--- src/rtl/hiv1_assay_sequencer.sv ---
// rtl/hiv1_assay_sequencer.sv - HIV-1 p24 assay valve/pump protocol sequencer
// Steps block/sample/wash/conjugate/wash/substrate, each as guard (pump off) then run (pump on).
module hiv1_assay_sequencer #(
  parameter int CNT_W    = 16,
  parameter int T_GUARD  = 4,
  parameter int T_BLOCK  = 100,
  parameter int T_SAMPLE = 100,
  parameter int T_WASH   = 100,
  parameter int T_CONJ   = 100,
  parameter int T_SUBST  = 100,
  parameter int T_FLUSH  = 100
) (
  input  logic       clk,
  input  logic       rst_n,
  input  logic       start,
  input  logic       abort,
  output logic [1:0] sw4_1_sel,
  output logic [1:0] sw4_2_sel,
  output logic       sw3_sel,
  output logic       pump_en,
  output logic       busy,
  output logic [2:0] step,
  output logic       done,
  output logic       aborted
);

  typedef enum logic [2:0] {IDLE, GUARD, RUN, AB_GUARD, AB_RUN} state_t;

  // Zero durations become one cycle, then truncate to the counter width.
  function automatic logic [CNT_W-1:0] dur(input int t);
    return CNT_W'((t == 0) ? 1 : t);
  endfunction

  localparam logic [CNT_W-1:0] ONE  = CNT_W'(1);
  localparam logic [CNT_W-1:0] G_LD = dur(T_GUARD) - ONE;
  localparam logic [CNT_W-1:0] B_LD = dur(T_BLOCK) - ONE;
  localparam logic [CNT_W-1:0] S_LD = dur(T_SAMPLE) - ONE;
  localparam logic [CNT_W-1:0] W_LD = dur(T_WASH) - ONE;
  localparam logic [CNT_W-1:0] C_LD = dur(T_CONJ) - ONE;
  localparam logic [CNT_W-1:0] U_LD = dur(T_SUBST) - ONE;
  localparam logic [CNT_W-1:0] F_LD = dur(T_FLUSH) - ONE;

  // {sw4_2_sel, sw4_1_sel} per protocol step
  function automatic logic [3:0] sel_of(input logic [2:0] s);
    case (s)
      3'd0:    return {2'd0, 2'd2};
      3'd1:    return {2'd3, 2'd2};
      3'd3:    return {2'd1, 2'd0};
      3'd5:    return {2'd1, 2'd3};
      default: return {2'd1, 2'd2};
    endcase
  endfunction

  function automatic logic [CNT_W-1:0] run_ld(input logic [2:0] s);
    case (s)
      3'd0:    return B_LD;
      3'd1:    return S_LD;
      3'd3:    return C_LD;
      3'd5:    return U_LD;
      default: return W_LD;
    endcase
  endfunction

  state_t           state;
  logic [CNT_W-1:0] cnt;

  // step doubles as the protocol position while in GUARD/RUN.
  always_ff @(posedge clk or negedge rst_n) begin
    if (!rst_n) begin
      state     <= IDLE;
      cnt       <= '0;
      step      <= 3'd7;
      sw4_2_sel <= 2'd1;
      sw4_1_sel <= 2'd2;
      sw3_sel   <= 1'b1;
      pump_en   <= 1'b0;
      busy      <= 1'b0;
      done      <= 1'b0;
      aborted   <= 1'b0;
    end else begin
      done    <= 1'b0;
      aborted <= 1'b0;
      case (state)
        IDLE: begin
          if (start) begin
            state                  <= GUARD;
            step                   <= 3'd0;
            busy                   <= 1'b1;
            cnt                    <= G_LD;
            {sw4_2_sel, sw4_1_sel} <= sel_of(3'd0);
            sw3_sel                <= 1'b0;
          end
        end
        GUARD, RUN: begin
          if (abort) begin
            state     <= AB_GUARD;
            step      <= 3'd6;
            cnt       <= G_LD;
            sw4_2_sel <= 2'd1;
            sw4_1_sel <= 2'd2;
            sw3_sel   <= 1'b1;
            pump_en   <= 1'b0;
          end else if (cnt != '0) begin
            cnt <= cnt - ONE;
          end else if (state == GUARD) begin
            state   <= RUN;
            pump_en <= 1'b1;
            cnt     <= run_ld(step);
          end else if (step != 3'd5) begin
            state                  <= GUARD;
            pump_en                <= 1'b0;
            step                   <= step + 3'd1;
            cnt                    <= G_LD;
            {sw4_2_sel, sw4_1_sel} <= sel_of(step + 3'd1);
          end else begin
            state     <= IDLE;
            step      <= 3'd7;
            sw4_2_sel <= 2'd1;
            sw4_1_sel <= 2'd2;
            sw3_sel   <= 1'b1;
            pump_en   <= 1'b0;
            busy      <= 1'b0;
            done      <= 1'b1;
          end
        end
        AB_GUARD: begin
          if (cnt != '0) begin
            cnt <= cnt - ONE;
          end else begin
            state   <= AB_RUN;
            pump_en <= 1'b1;
            cnt     <= F_LD;
          end
        end
        AB_RUN: begin
          // Abort selects already match the idle selects; only pump/busy/step change.
          if (cnt != '0) begin
            cnt <= cnt - ONE;
          end else begin
            state   <= IDLE;
            step    <= 3'd7;
            pump_en <= 1'b0;
            busy    <= 1'b0;
            aborted <= 1'b1;
          end
        end
        default: state <= IDLE;
      endcase
    end
  end

endmodule
--- config.mk ---
export PLATFORM = sky130hd
export DESIGN_NAME = hiv1_assay_sequencer
export DESIGN_NICKNAME = d
export VERILOG_FILES = /design/src/rtl/hiv1_assay_sequencer.sv
export SDC_FILE = /design/constraint.sdc
export NUM_CORES = 1
export LEC_CHECK = 0
export ABC_AREA = 1
export CAP_MARGIN = 20
export CORE_AREA = 2 2 72 74
export DETAILED_ROUTE_END_ITERATION = 8
export DIE_AREA = 0 0 74 76
export HOLD_SLACK_MARGIN = 0.15
export SETUP_SLACK_MARGIN = 0.2
export SYNTH_ARGS = -nofsm -noshare
export SYNTH_HDL_FRONTEND = slang
export SYNTH_SLANG_ARGS = --single-unit
--- constraint.sdc ---
create_clock -name clk -period 3.5 [get_ports clk]
set_input_delay 1.05 -clock clk [delete_from_list [all_inputs] [get_ports clk]]
set_output_delay 1.05 -clock clk [all_outputs]
set_load 0.01 [all_outputs]
==> impl_metrics.tcl, run 1 <==
set metrics [dict create \
    leakagePower_nw 1.099 \
    worst_slew_pin_slew_ns 0.4882 \
    power_uw 969.8 \
    fp.coreArea_um2 4912 \
    grt.met1_usage_pct 24.16 \
    grt_use_met3_pct 4.233 \
    drive_gt1_share_pct 15.43 \
    drtIter0Drc 78 \
    ant_nets 0 \
    clock_latency_ns 0.28 \
    min_to "cnt[0]$_DFFE_PN0P_" \
    setup_tns_ns 0 \
    p_int_uw 654.9 \
    switching_share_pct 32.48 \
    pwr_density_cell_nw_per_um2 399.5 \
    dp_slack_ns 0.7015 \
    holdPathStages 1 \
    critPathMaxFanout 12 \
    ys_ff_latch 31 \
    rows 26 \
    maxCapViolCount 0 \
    rrSetupSlack_ns 1.58 \
    place.gp.congestion 0.8694 \
    dr.pass1.iters 4 \
    num-fill-cells 516 \
    skew_ns 0.007954 \
    place_hpwl_um 3559 \
    crit_type "input port to flip-flop" \
    grt_busiest_layer "met2" \
    outcome "completed" \
    die_area_um2 5624 \
    cts_setup_buffers 0 \
    grt_max_degree 32 \
    final-setup-viol-count 0 \
    cts_root_buffer "clkbuf_8" \
    vias_per_cell 4.948 \
    maxSlewHeadroom_pct 67.11 \
    cts_buffer_depth 2 \
    ys.flop_type "dfrtp_1" \
    area_growth_pct 14.12 \
    ios 16 \
    final_util_pct 49.41 \
    vias 1885 \
    use_met2_pct 29.46 \
    synth_cell_types 30 \
    nets 320 \
    grt_pass1_vias 1777 \
    initial_utilization_pct 43.30 \
    fin_crit_ns 2.522 \
    power.share.combinational_pct 19.9 \
    clkPwrFrac_pct 32.6 \
    reg2reg_depth 10 \
    cts_tree "yes" \
    die_h_um 76 \
    grt-ovfl-total 0 \
    period_share_pct 72.06 \
    cts_hold_buf 0 \
    grt_use_total_pct 18.43 \
    timing.rr.start "state[1]$_DFFE_PN0P_" \
    max-vdd-ir-drop_v 0.0001808 \
    n_antenna_cell 0 \
    synth-seq-area-share_pct 36.82 \
    final_max_slew_viol_count 0 \
    drc 0 \
    hp-class "flip-flop to flip-flop" \
    numCtsBuffers 5 \
    fmax_ghz 0.3965 \
    antenna_found_initial 0 \
    htree_levels 2 \
    synth_nets 301 \
    worst-endpoint-required_ns 3.66 \
    die_width_um 74 \
    async_reset_ff_share_pct 100.0 \
    critPathLaunchType "input port" \
    clk_pin_slew_ns 0.06 \
    synth_area_um2 2127 \
    mostFrequentLayoutCells "77 x nand2_1, 33 x nor2_1, 31 x inv_1" \
    setup_ws_ns 0.9779 \
    ctsResizeCount 0 \
    layout_commonest_cell "nand2_1" \
    syn_area_per_cell_um2 7.309 \
    synth-edff-count 0 \
    p_seq_share_pct 47.5 \
    crit_arrival_ns 2.69 \
    syn_inst 291 \
    synth_warnings 0 \
    reg2reg_to "cnt[10]$_DFFE_PN0P_" \
    finalHoldViolCount 0 \
    io_buffers 15 \
    wire_per_inst_um 12.40 \
    grt_first_pass_wirelength_um 8086 \
    rsz0062_at_grt "false" \
    wirelength_um 4724 \
    hp-start "cnt[0]$_DFFE_PN0P_" \
    cts_num_sinks 31 \
    switchingPower_uw 314.9 \
    endpoint_kind "flip-flop" \
]
-- worst max path at each step --
stage	cells past startpoint	end	startpoint
2_1_floorplan	9	cnt[0]$_DFFE_PN0P_	abort
3_3_place_gp	9	cnt[0]$_DFFE_PN0P_	abort
3_5_place_dp	9	cnt[2]$_DFFE_PN0P_	abort
4_1_cts	10	cnt[10]$_DFFE_PN0P_	abort
5_1_grt	10	cnt[10]$_DFFE_PN0P_	abort
6_report	9	cnt[2]$_DFFE_PN0P_	abort
-- registers in the layout (all words and copies together) (netlist names), 2 cells and up --
register,flops
cnt,16
state,3
sw4_2_sel,2
step,3
sw4_1_sel,2
-- area by class of cell --
class	count	area, um2	area share [%]
timing repair buffer	16	157.7	6.495
tap	70	87.58	3.608
inverter	36	135.1	5.567
multi-input combinational	220	1164	47.94
clock buffer	8	100.1	4.124
sequential	31	783.3	32.27
-- logic make-up (layout without fill, tap and decap cells) --
| logic type | Yosys count | after routing | share of synthesized area [%] |
|---|---|---|---|
| AND/OR/NAND/NOR | 171 | 171 | 38.82 |
| AO/OA/AOI/OAI | 38 | 38 | 10.29 |
| flip-flops | 31 | 31 | 36.82 |
| XOR/XNOR | 5 | 5 | 2.059 |
| adder cells (fa/ha/maj) | 6 | 6 | 3.529 |
| buffers and inverters | 40 | 60 | 8.470 |
-- synth_stat cells, types with 3 or more instances --
cell / instances / area (um2)
o21ai_1: 6 / 30.03
dfstp_2: 6 / 157.7
xor2_1: 5 / 43.79
o21ai_0: 12 / 60.06
a21oi_1: 10 / 50.05
a21oi_2: 3 / 26.28
buf_6: 4 / 45.04
nand2_2: 7 / 43.79
nor2_4: 5 / 56.30
inv_2: 5 / 18.77
nand3_1: 21 / 105.1
dfrtp_1: 25 / 625.6
nand4_1: 9 / 56.30
inv_1: 31 / 116.4
ha_1: 6 / 75.07
nor2_2: 7 / 43.79
nor3_1: 4 / 20.02
nand2_1: 77 / 289.0
nor2_1: 33 / 123.9
-- critical path, stage by stage --
cell and delay [ns]:
clkdlybuf4s50_1 0.53, inv_1 0.20, nand2_1 0.11, nor2_2 0.13, nand4_4 0.18, nand2_4 0.20
inv_2 0.13, o21ai_1 0.10, nand2_1 0.06
-- power by group through the flow --
| stage | Sequential [mW] | Clock [mW] | Combinational [mW] |
|---|---|---|---|
| detailed placement | 0.466 | 0 | 0.194 |
| global placement | 0.465 | 0 | 0.190 |
| CTS | 0.459 | 0.328 | 0.196 |
| global route | 0.465 | 0.347 | 0.225 |
| floorplan | 0.453 | 0 | 0.154 |
| finish | 0.460 | 0.316 | 0.193 |
-- layer usage --
metal / wire, um / vias to the layer above / share of wire, %
met2: 2281 / 29 / 48
li1: - / 980 / -
met4: 61 / 0 / 1.3
met3: 170 / 8 / 3.6
met5: 0 / - / 0
met1: 2211 / 868 / 47
-- per-stage QoR --
step	instance area (um2)	hold slack (ns)	cells
4_1_cts	2427	0.4725	381
6_report	2427	0.4725	381
3_3_place_gp	2327	0.4540	373
3_5_place_dp	2327	0.4608	373
2_1_floorplan	2127	0.4396	291
5_1_grt	2427	0.4952	381
(Power assumes the default switching activity.)
==> run 2: changes to the inputs <==
Settings changed: PLACE_DENSITY from default to 0.65.
Clock period 3.5 ns to 2.04 ns, I/O delays scaled along.
==> run 2 against run 1 <==
Against the previous run: non-clock buffer count increased by 14; register-to-register slack worse by 1.3 ns; power is 82% higher; critical path depth shrank 8; clock-buffer cell count fell by 2; sequential power is 72% higher; setup slack worse by 0.72 ns; wire length rose by 1.7%; highest routed layer unchanged.
==> impl_metrics.tcl, run 2 (same netlist as run 1, synthesis figures left out) <==
set metrics [dict create \
    outcome "completed" \
    n_antenna_cell 0 \
    grt_use_total_pct 18.75 \
    period_share_pct 87.21 \
    path_delay_family "flip-flops" \
    final_max_slew_viol_count 0 \
    final_util_pct 53.31 \
    min_to "busy$_DFFE_PN0P_" \
    final-setup-viol-count 0 \
    die_area_um2 5624 \
    critPathLaunchType "flip-flop" \
    ios 16 \
    critPathMaxFanout 7 \
    crit_arrival_ns 1.17 \
    dpl-instance-area_um2 2437 \
    slowest_delay_ns 0.60 \
    rrSetupSlack_ns 0.32 \
    cts_tree "yes" \
    rsz0062_at_grt "true" \
    crit_type "flip-flop to output pin" \
    initial_utilization_pct 43.30 \
    drtIter0Drc 80 \
    setup_ws_ns 0.2610 \
    slowest_stage "dfstp_2" \
    reg2reg_depth 11 \
    skew_ns 0.009002 \
    grt-ovfl-total 0 \
    die_width_um 74 \
    dp_slack_ns -0.04019 \
    hp-start "busy$_DFFE_PN0P_" \
    setup_tns_ns 0 \
    reg2reg_to "sw4_2_sel[1]$_DFFE_PN0P_" \
    maxSlewHeadroom_pct 73.70 \
    io_buffers 15 \
    cts_hold_buf 0 \
    grt_pass1_vias 1822 \
    switching_share_pct 31.10 \
    cts_buffer_depth 2 \
    fin_crit_ns 1.779 \
    worst-endpoint-required_ns 1.43 \
    place.gp.congestion 0.8833 \
    drive_gt1_share_pct 23.38 \
    layout_commonest_cell "nand2_1" \
    grt_max_degree 32 \
    clk_pin_slew_ns 0.07 \
    p_int_mw 1.216 \
    fp.coreArea_um2 4912 \
    stdcell_count 395 \
    grt_first_pass_wirelength_um 8273 \
    mostFrequentLayoutCells "73 x nand2_1, 31 x nor2_1, 29 x inv_1" \
    final_area_um2 2619 \
    largest_reg_flops 16 \
    finalHoldViolCount 0 \
    wirelength_um 4803 \
    numCtsBuffers 5 \
    power_mw 1.764 \
    area_growth_pct 23.12 \
    biggestRegsByFlops "cnt x16, state x3, step x3" \
    power.share.combinational_pct 19.4 \
    pwr_density_cell_nw_per_um2 673.7 \
    nets 334 \
    cts_num_sinks 31 \
    clock_latency_ns 0.29 \
    holdPathStages 2 \
    dr.pass1.iters 4 \
    vias_per_cell 4.810 \
    timing.rr.start "cnt[0]$_DFFE_PN0P_" \
    vias 1900 \
    antenna_found_initial 0 \
    worst_slew_pin_slew_ns 0.3945 \
    switchingPower_uw 548.6 \
    die_h_um 76 \
    p_seq_share_pct 44.8 \
    largest-register "cnt" \
    wire_per_inst_um 12.16 \
    clkPwrFrac_pct 35.9 \
    rows 26 \
    place_hpwl_um 3544 \
    whs_ns 0.4793 \
    hp-class "flip-flop to flip-flop" \
    htree_levels 2 \
    max-vdd-ir-drop_v 0.0003561 \
    maxCapViolCount 0 \
    fmax_ghz 0.5621 \
    leakagePower_nw 1.225 \
    path_buf_inv 1 \
    ant_nets 0 \
    cts_root_buffer "clkbuf_8" \
    post-place-cells 386 \
    drc 0 \
    num-fill-cells 472 \
    worstPathCellList "dlygate4sd2_1" \
    endpoint_kind "output pin" \
]
-- run 2: changes by cell type in the layout (fill, tap and decap cells not counted), moves of 2 or more --
cell,change
a21oi_2,+3
inv_1,-2
dlygate4sd2_1,+6
nand2_1,-4
nand2_2,+3
nor2_1,-2
a21oi_1,-3
inv_2,+2
clkdlybuf4s50_1,-7
buf_4,+13
-- run 2: worst max-delay path by stage --
stage / from / endpoint / slack, ns / cells past startpoint
2_1_floorplan: cnt[0]$_DFFE_PN0P_ / cnt[0]$_DFFE_PN0P_ / 0.39 / 12
3_3_place_gp: abort / cnt[10]$_DFFE_PN0P_ / -0.009 / 10
3_5_place_dp: abort / cnt[8]$_DFFE_PN0P_ / -0.04 / 9
4_1_cts: cnt[0]$_DFFE_PN0P_ / cnt[7]$_DFFE_PN0P_ / 0.22 / 11
5_1_grt: cnt[0]$_DFFE_PN0P_ / sw4_2_sel[1]$_DFFE_PN0P_ / 0.14 / 11
6_report: step[0]$_DFFE_PN1P_ / step[0] / 0.26 / 1
-- run 2: layout make-up --
type | count | area, um2 | share of cell area, %
multi-input cells | 220 | 1225 | 46.77
flip-flops and latches | 31 | 783.3 | 29.91
inverters | 36 | 135.1 | 5.160
repair buffers | 30 | 270.3 | 10.32
clock inverters | 2 | 35.03 | 1.338
well taps | 70 | 87.58 | 3.344
clock buffers | 6 | 82.58 | 3.153
-- run 2: repair_timing --
| item | in CTS | in global routing |
|---|---|---|
| buffers inserted | 0 | 1 |
| pin swaps | 0 | 4 |
| endpoints found under the hold margin | 0 | 0 |
| gates resized for setup | 6 | 18 |
| endpoints found under the setup margin | 6 | 29 |
-- run 2: power groups by stage --
stage                     registers, mW  logic (mW)  clock network, mW
after floorplan                   0.777       0.265                  0
after global placement            0.799       0.335                  0
after detailed placement          0.798       0.339                  0
after CTS                         0.790       0.343              0.652
after global routing              0.798       0.404              0.680
final                             0.790       0.342              0.632
-- run 2: per-layer routing --
layer  global-route usage [%]  wire length (um)  vias up
met1                    28.20              2291      860
met3                    3.968               159        6
met4                    5.455                65        0
li1                         -                 -     1005
met5                        0                 0        -
met2                    26.96              2287       29
